File: src/rtl/vga_timing_gen_pkg.sv
// Shared raster constants and types for the 720p timing generator and its
// consumers (display controller, DAC-side sync path).
package vga_timing_pkg;

   // Counter widths shared with the display controller
   localparam int H_W  = 11;
   localparam int V_W  = 10;
   localparam int FC_W = 8;

   // 1280x720@60 Hz timing, 74.25 MHz pixel clock
   localparam int H_ACTIVE_720P = 1280;
   localparam int H_FP_720P     = 110;
   localparam int H_SYNC_720P   = 40;
   localparam int H_BP_720P     = 220;
   localparam int V_ACTIVE_720P = 720;
   localparam int V_FP_720P     = 5;
   localparam int V_SYNC_720P   = 5;
   localparam int V_BP_720P     = 20;

   localparam int H_TOTAL_720P = H_ACTIVE_720P + H_FP_720P + H_SYNC_720P + H_BP_720P;
   localparam int V_TOTAL_720P = V_ACTIVE_720P + V_FP_720P + V_SYNC_720P + V_BP_720P;

   // Limits imposed by the counter widths and the sync pipe
   localparam int H_TOTAL_MAX    = 2048;
   localparam int V_TOTAL_MAX    = 1024;
   localparam int SYNC_DELAY_MAX = 3;

   // One stage of the DAC-side sync/blank pipe
   typedef struct packed {
      logic hs;
      logic vs;
      logic blank_n;
   } sync_bits_t;

   // Pattern driven while no video is being produced: syncs inactive, blanked
   function automatic sync_bits_t sync_idle(input bit pol);
      sync_bits_t s;
      s.hs      = ~pol;
      s.vs      = ~pol;
      s.blank_n = 1'b0;
      return s;
   endfunction

   // True when first <= pos < first+len
   function automatic logic in_window(input int pos, input int first, input int len);
      return (pos >= first) && (pos < first + len);
   endfunction

endpackage

File: src/rtl/vga_timing_gen_if.sv
// Raster timing bundle: counters and strobes for the display controller,
// delayed sync/blank for the video DAC.
interface vga_timing_gen_if;
   import vga_timing_pkg::*;

   logic [H_W-1:0]  h_counter;
   logic [V_W-1:0]  v_counter;
   logic            display_enable;
   logic            frame_start;
   logic            line_start;
   logic [FC_W-1:0] frame_count;
   logic            vga_hs;
   logic            vga_vs;
   logic            vga_blank_n;

   modport master (
      output h_counter, v_counter, display_enable, frame_start, line_start,
             frame_count, vga_hs, vga_vs, vga_blank_n
   );

   modport slave (
      input  h_counter, v_counter, display_enable, frame_start, line_start,
             frame_count, vga_hs, vga_vs, vga_blank_n
   );

endinterface

File: src/rtl/vga_timing_gen_sync_delay.sv
// Parameterized-depth shift register for {hs, vs, blank_n}. A depth of zero
// passes the already-registered inputs straight through. The synchronous
// active-low clear loads every stage with the idle pattern.
module vga_sync_delay
   import vga_timing_pkg::*;
#(
   parameter int DEPTH    = 1,
   parameter bit SYNC_POL = 1'b1
) (
   input  logic       clk,
   input  logic       rst_n,
   input  sync_bits_t d,
   output sync_bits_t q
);

   if (DEPTH == 0) begin : g_bypass
      logic unused_clk_rst;
      assign unused_clk_rst = clk ^ rst_n;
      assign q = d;
   end else begin : g_pipe
      for (genvar g = 0; g < DEPTH; g++) begin : g_stage
         sync_bits_t q_r;
         sync_bits_t d_w;

         if (g == 0) begin : g_first
            assign d_w = d;
         end else begin : g_next
            assign d_w = g_stage[g-1].q_r;
         end

         // One pixel of delay; clear forces the idle pattern
         always_ff @(posedge clk) begin
            if (!rst_n) begin
               q_r <= sync_idle(SYNC_POL);
            end else begin
               q_r <= d_w;
            end
         end
      end

      assign q = g_stage[DEPTH-1].q_r;
   end

endmodule

File: src/rtl/vga_timing_gen.sv
// Free-running raster timing generator. Counters, display_enable and the
// frame/line strobes are registered together so they describe the same pixel;
// sync and blank for the DAC follow SYNC_DELAY cycles later.
module vga_timing_gen
   import vga_timing_pkg::*;
#(
   parameter int H_ACTIVE   = H_ACTIVE_720P,
   parameter int H_FP       = H_FP_720P,
   parameter int H_SYNC     = H_SYNC_720P,
   parameter int H_BP       = H_BP_720P,
   parameter int V_ACTIVE   = V_ACTIVE_720P,
   parameter int V_FP       = V_FP_720P,
   parameter int V_SYNC     = V_SYNC_720P,
   parameter int V_BP       = V_BP_720P,
   parameter bit SYNC_POL   = 1'b1,
   parameter int SYNC_DELAY = 1
) (
   input  logic             pixel_clk,
   input  logic             rst_n,
   vga_timing_gen_if.master vif
);

   localparam int H_TOTAL = H_ACTIVE + H_FP + H_SYNC + H_BP;
   localparam int V_TOTAL = V_ACTIVE + V_FP + V_SYNC + V_BP;

   if (H_TOTAL > H_TOTAL_MAX) begin : g_chk_h_total
      $error("vga_timing_gen: H_TOTAL %0d exceeds %0d", H_TOTAL, H_TOTAL_MAX);
   end
   if (V_TOTAL > V_TOTAL_MAX) begin : g_chk_v_total
      $error("vga_timing_gen: V_TOTAL %0d exceeds %0d", V_TOTAL, V_TOTAL_MAX);
   end
   if (SYNC_DELAY < 0 || SYNC_DELAY > SYNC_DELAY_MAX) begin : g_chk_delay
      $error("vga_timing_gen: SYNC_DELAY %0d outside 0..%0d", SYNC_DELAY, SYNC_DELAY_MAX);
   end

   localparam logic [H_W-1:0] H_LAST = H_W'(H_TOTAL - 1);
   localparam logic [V_W-1:0] V_LAST = V_W'(V_TOTAL - 1);

   logic [H_W-1:0]  h_q, h_next;
   logic [V_W-1:0]  v_q, v_next;
   logic            de_q, de_next;
   logic            fs_q, fs_next;
   logic            ls_q, ls_next;
   logic            hs_q, hs_next;
   logic            vs_q, vs_next;
   logic [FC_W-1:0] fc_q;
   sync_bits_t      raw;
   sync_bits_t      dly;

   // Next raster position and everything decoded from it. Decoding the next
   // position lets all outputs be registered while staying aligned with the
   // counters they describe.
   always_comb begin
      h_next = h_q + 1'b1;
      v_next = v_q;
      if (h_q == H_LAST) begin
         h_next = '0;
         v_next = (v_q == V_LAST) ? '0 : v_q + 1'b1;
      end

      de_next = in_window(int'(h_next), 0, H_ACTIVE) && in_window(int'(v_next), 0, V_ACTIVE);
      hs_next = in_window(int'(h_next), H_ACTIVE + H_FP, H_SYNC) ? SYNC_POL : ~SYNC_POL;
      vs_next = in_window(int'(v_next), V_ACTIVE + V_FP, V_SYNC) ? SYNC_POL : ~SYNC_POL;
      ls_next = (h_next == '0);
      fs_next = (h_next == '0) && (v_next == '0);
   end

   // Raster counters, decoded qualifiers and frame counter
   always_ff @(posedge pixel_clk) begin
      if (!rst_n) begin
         h_q  <= H_LAST;
         v_q  <= V_LAST;
         de_q <= 1'b0;
         fs_q <= 1'b0;
         ls_q <= 1'b0;
         hs_q <= ~SYNC_POL;
         vs_q <= ~SYNC_POL;
         fc_q <= '0;
      end else begin
         h_q  <= h_next;
         v_q  <= v_next;
         de_q <= de_next;
         fs_q <= fs_next;
         ls_q <= ls_next;
         hs_q <= hs_next;
         vs_q <= vs_next;
         if (fs_next) begin
            fc_q <= fc_q + 1'b1;
         end
      end
   end

   assign raw = '{hs: hs_q, vs: vs_q, blank_n: de_q};

   vga_sync_delay #(
      .DEPTH    (SYNC_DELAY),
      .SYNC_POL (SYNC_POL)
   ) u_sync_delay (
      .clk   (pixel_clk),
      .rst_n (rst_n),
      .d     (raw),
      .q     (dly)
   );

   assign vif.h_counter      = h_q;
   assign vif.v_counter      = v_q;
   assign vif.display_enable = de_q;
   assign vif.frame_start    = fs_q;
   assign vif.line_start     = ls_q;
   assign vif.frame_count    = fc_q;
   assign vif.vga_hs         = dly.hs;
   assign vif.vga_vs         = dly.vs;
   assign vif.vga_blank_n    = dly.blank_n;

endmodule

File: src/flat_wrapper.sv
// flat-port wrapper written by rule: the top's interface ports become plain ports
module vga_timing_gen_flat import vga_timing_pkg::*;
#(
   parameter int H_ACTIVE   = H_ACTIVE_720P,
   parameter int H_FP       = H_FP_720P,
   parameter int H_SYNC     = H_SYNC_720P,
   parameter int H_BP       = H_BP_720P,
   parameter int V_ACTIVE   = V_ACTIVE_720P,
   parameter int V_FP       = V_FP_720P,
   parameter int V_SYNC     = V_SYNC_720P,
   parameter int V_BP       = V_BP_720P,
   parameter bit SYNC_POL   = 1'b1,
   parameter int SYNC_DELAY = 1
)
  (pixel_clk, rst_n, vif_h_counter, vif_v_counter, vif_display_enable, vif_frame_start, vif_line_start, vif_frame_count, vif_vga_hs, vif_vga_vs, vif_vga_blank_n);
  vga_timing_gen_if vif_i ();
  input  logic pixel_clk;
  input  logic rst_n;
  output wire logic [$bits(vif_i.h_counter)-1:0] vif_h_counter;
  output wire logic [$bits(vif_i.v_counter)-1:0] vif_v_counter;
  output wire logic [$bits(vif_i.display_enable)-1:0] vif_display_enable;
  output wire logic [$bits(vif_i.frame_start)-1:0] vif_frame_start;
  output wire logic [$bits(vif_i.line_start)-1:0] vif_line_start;
  output wire logic [$bits(vif_i.frame_count)-1:0] vif_frame_count;
  output wire logic [$bits(vif_i.vga_hs)-1:0] vif_vga_hs;
  output wire logic [$bits(vif_i.vga_vs)-1:0] vif_vga_vs;
  output wire logic [$bits(vif_i.vga_blank_n)-1:0] vif_vga_blank_n;
  assign vif_h_counter = vif_i.h_counter;
  assign vif_v_counter = vif_i.v_counter;
  assign vif_display_enable = vif_i.display_enable;
  assign vif_frame_start = vif_i.frame_start;
  assign vif_line_start = vif_i.line_start;
  assign vif_frame_count = vif_i.frame_count;
  assign vif_vga_hs = vif_i.vga_hs;
  assign vif_vga_vs = vif_i.vga_vs;
  assign vif_vga_blank_n = vif_i.vga_blank_n;
  vga_timing_gen #(.H_ACTIVE(H_ACTIVE), .H_FP(H_FP), .H_SYNC(H_SYNC), .H_BP(H_BP), .V_ACTIVE(V_ACTIVE), .V_FP(V_FP), .V_SYNC(V_SYNC), .V_BP(V_BP), .SYNC_POL(SYNC_POL), .SYNC_DELAY(SYNC_DELAY)) u_core (.pixel_clk(pixel_clk), .rst_n(rst_n), .vif(vif_i));
endmodule
File: config.mk
export PLATFORM = sky130hd
export DESIGN_NAME = vga_timing_gen_flat
export DESIGN_NICKNAME = d
export VERILOG_FILES = /design/src/rtl/vga_timing_gen_pkg.sv /design/src/rtl/vga_timing_gen_if.sv /design/src/rtl/vga_timing_gen_sync_delay.sv /design/src/rtl/vga_timing_gen.sv /design/src/flat_wrapper.sv
export SDC_FILE = /design/constraint.sdc
export NUM_CORES = 1
export LEC_CHECK = 0
export CORE_UTILIZATION = 50
export DETAILED_ROUTE_END_ITERATION = 7
export PLACE_DENSITY = 0.74
export SLEW_MARGIN = 20
export SYNTH_ARGS = -nofsm -noshare
export SYNTH_HDL_FRONTEND = slang
export SYNTH_SLANG_ARGS = --single-unit
File: constraint.sdc
create_clock -name pixel_clk -period 3.47 [get_ports pixel_clk]
set_input_delay 0.5205 -clock pixel_clk [delete_from_list [all_inputs] [get_ports pixel_clk]]
set_output_delay 0.5205 -clock pixel_clk [all_outputs]
set_load 0.01 [all_outputs]
==> reports/metrics.yaml <==
syn_to_final_growth_pct: 22.7
cap_viol_max_count: 0
mostFrequentLayoutCell: "dfxtp_1"
crit_path_cell_trace: "ha_1 -> nor3b_2 -> nand3_1 -> buf_4 -> nor2_1 -> o221ai_1 -> nand4b_2 -> or4_1 -> a21oi_1"
leakagePower_uw: 0.00101
num_vias: 2069
yosys_most_used_dff: "dfxtp_1"
overflow: 0
die_area_mm2: 0.00455
n_fill_cell: 371
htreeDepth: 2
power.density_mw_per_mm2: 880
peakVddDrop_mv: 0.398
crit_buf_inv: 1
hold_class: "flip-flop to flip-flop"
path_max_fanout: 17
mostFrequentLayoutCells: "dfxtp_1 (37), clkdlybuf4s50_1 (36), a21oi_1 (19), nand2_1 (19), nor2_1 (18)"
finish.net_count: 296
coreArea_mm2: 0.00406
seq_area_frac_synth_pct: 34.6
grt_pass1_wl_um: 8090
worst_pin_slew_ps: 622
wl_per_cell_um: 14.7
initial_core_util_pct: 52.8
die_y_um: 67.5
crit_arrival_ps: 3270
track_usage_pct: 23.6
final_hold_viol_count: 0
syn_nets: 267
register_area_um2: 741
io_buffers: 36
synth_cells: 260
cts.sink_count: 37
ant_nets: 0
setup_viol: 0
cp_slowest_cell: "or4_1"
multi_input_area_mm2: 0.00127
syn_area_mm2: 0.00214
firstDrtPassIters: 4
place_inst: 332
drive_gt1_share_pct: 8.62
period_minus_slack_ps: 3060
tritoncts: "done"
clk_latency_ps: 290
synth_cell_types: 55
cts_max_path_buffers: 2
cts_hold_buffers: 0
endpoint_kind: "flip-flop"
root_buffer: "clkbuf_8"
grt_pass1_vias: 1736
io_pins: 37
max_stage_delay_ps: 610
place_congestion: 0.862
start_kind: "flip-flop"
period_share_pct: 88.1
hpwl_um: 3540
grt_setup_unrepaired: "no"
wirelength_um: 5000
path_clk_slew_ps: 70
cts.repair.resized: 0
max_freq_ghz: 0.327
drtIter0Drc: 251
synth-seq-cells: 37
vias_per_cell: 6.09
synth_edf_count: 0
regToRegSetupSlack_ps: 410
antennaDiodeCount: 0
finalMaxSlewViolations: 0
cts-buffers-inserted: 5
cp.required_ps: 3690
std_cell_rows: 23
antenna_found_initial: 0
finalSetupTns_ps: 0
post_cts_buffers: 0
synth.avg_cell_area_um2: 8.24
ys_warn_count: 0
relSlewSlack_pct: 58.5
fin_skew_ps: 3.46
drc: 0
die_x_um: 67.5
cp_top_family: "simple AND/OR/NAND/NOR gates"
ys_async_sr_fraction_pct: 0
fin_cells: 340
status: "complete, no violations"
grt_max_degree: 20
path_class: "flip-flop to flip-flop"
## sequential cells by signal (all words and copies together), names as in the netlist
register	count
u_core.u_sync_delay.q	3
u_core.vif.line_start	1
u_core.vif.frame_count	8
u_core.vif.frame_start	1
u_core.vs_q	1
u_core.vif.display_enable	1
u_core.hs_q	1
u_core.vif.h_counter	11
u_core.vif.v_counter	10
## cell families after synthesis
family                     synth area share, %
buffers and inverters                     6.01
AOI/OAI and AO/OA                         19.4
muxes                                     1.93
adders and majority gates                 2.92
DFF                                       34.6
xor gates and xnor gates                  5.72
and+or+nand+nor                           29.5
## layer usage
| layer | vias to the layer above | wire (um) | GRT usage (%) |
|---|---|---|---|
| li1 | 1010 | - | - |
| met1 | 991 | 2340 | 31.2 |
| met2 | 56 | 2330 | 36.4 |
| met3 | 12 | 235 | 5.07 |
| met4 | 0 | 96 | 10.9 |
| met5 | - | 0 | 0 |
## layout make-up
| class | instances | area share, % |
|---|---|---|
| clock buffers | 6 | 3.14 |
| flip-flops and latches | 37 | 28.2 |
| well taps | 50 | 2.38 |
| inverters | 9 | 1.29 |
| multi-input cells | 195 | 48.5 |
| repair buffers | 41 | 15.1 |
| clock inverters | 2 | 1.43 |
## worst register-to-register path, delay by kind of cell (launching register included)
family                     cells  cell delay, ps
AOI/OAI and AO/OA              2             290
and+or+nand+nor                5            1800
adders and majority gates      1             190
DFF                            1             470
buffers and inverters          1             240
## power breakdown
group,leakage (uW),internal (uW),switching (uW)
clock,0.0000574,234,155
combinational,0.000652,550,691
sequential,0.000301,514,172
## path summary, 6_finish.rpt
kind,from,cells after the start,to
setup reg to reg,u_core.vif.h_counter[0]$_SDFF_PN1_,9,u_core.vif.frame_count[7]$_SDFFE_PN0P_
setup / recovery,u_core.vif.h_counter[0]$_SDFF_PN1_,9,u_core.vif.frame_count[7]$_SDFFE_PN0P_
hold / removal,u_core.vs_q$_SDFF_PN0_,1,u_core.u_sync_delay.q[1]$_SDFF_PN0_
hold reg to reg,u_core.vs_q$_SDFF_PN0_,1,u_core.u_sync_delay.q[1]$_SDFF_PN0_
## stage by stage
| step | hold slack [ps] | area, um^2 | setup WS (ps) | total power (uW) | utilization (%) |
|---|---|---|---|---|---|
| after floorplan | 412 | 2140 | 941 | 1550 | - |
| after global routing | 464 | 2630 | 56.2 | 2490 | 64.8 |
| after CTS | 437 | 2630 | 409 | 2310 | 64.8 |
| final | 435 | 2630 | 414 | 2310 | 64.8 |
| after global placement | 416 | 2510 | 465 | 1910 | 61.8 |
| after detailed placement | 420 | 2510 | 445 | 1910 | 61.8 |
## Yosys cell counts (6+ instances only)
cell,number,area [um^2]
nand2_1,19,71.3
nand3_1,15,75.1
dfxtp_1,37,741
or4_1,6,45.0
a21oi_1,19,95.1
inv_1,9,33.8
clkbuf_1,7,26.3
nor3_1,8,40.0
nor2_1,18,67.6
and3_1,9,56.3
buf_2,7,35.0
o21ai_0,13,65.1
xnor2_1,9,78.8
o31ai_1,9,67.6
(Power assumes the default switching activity.)
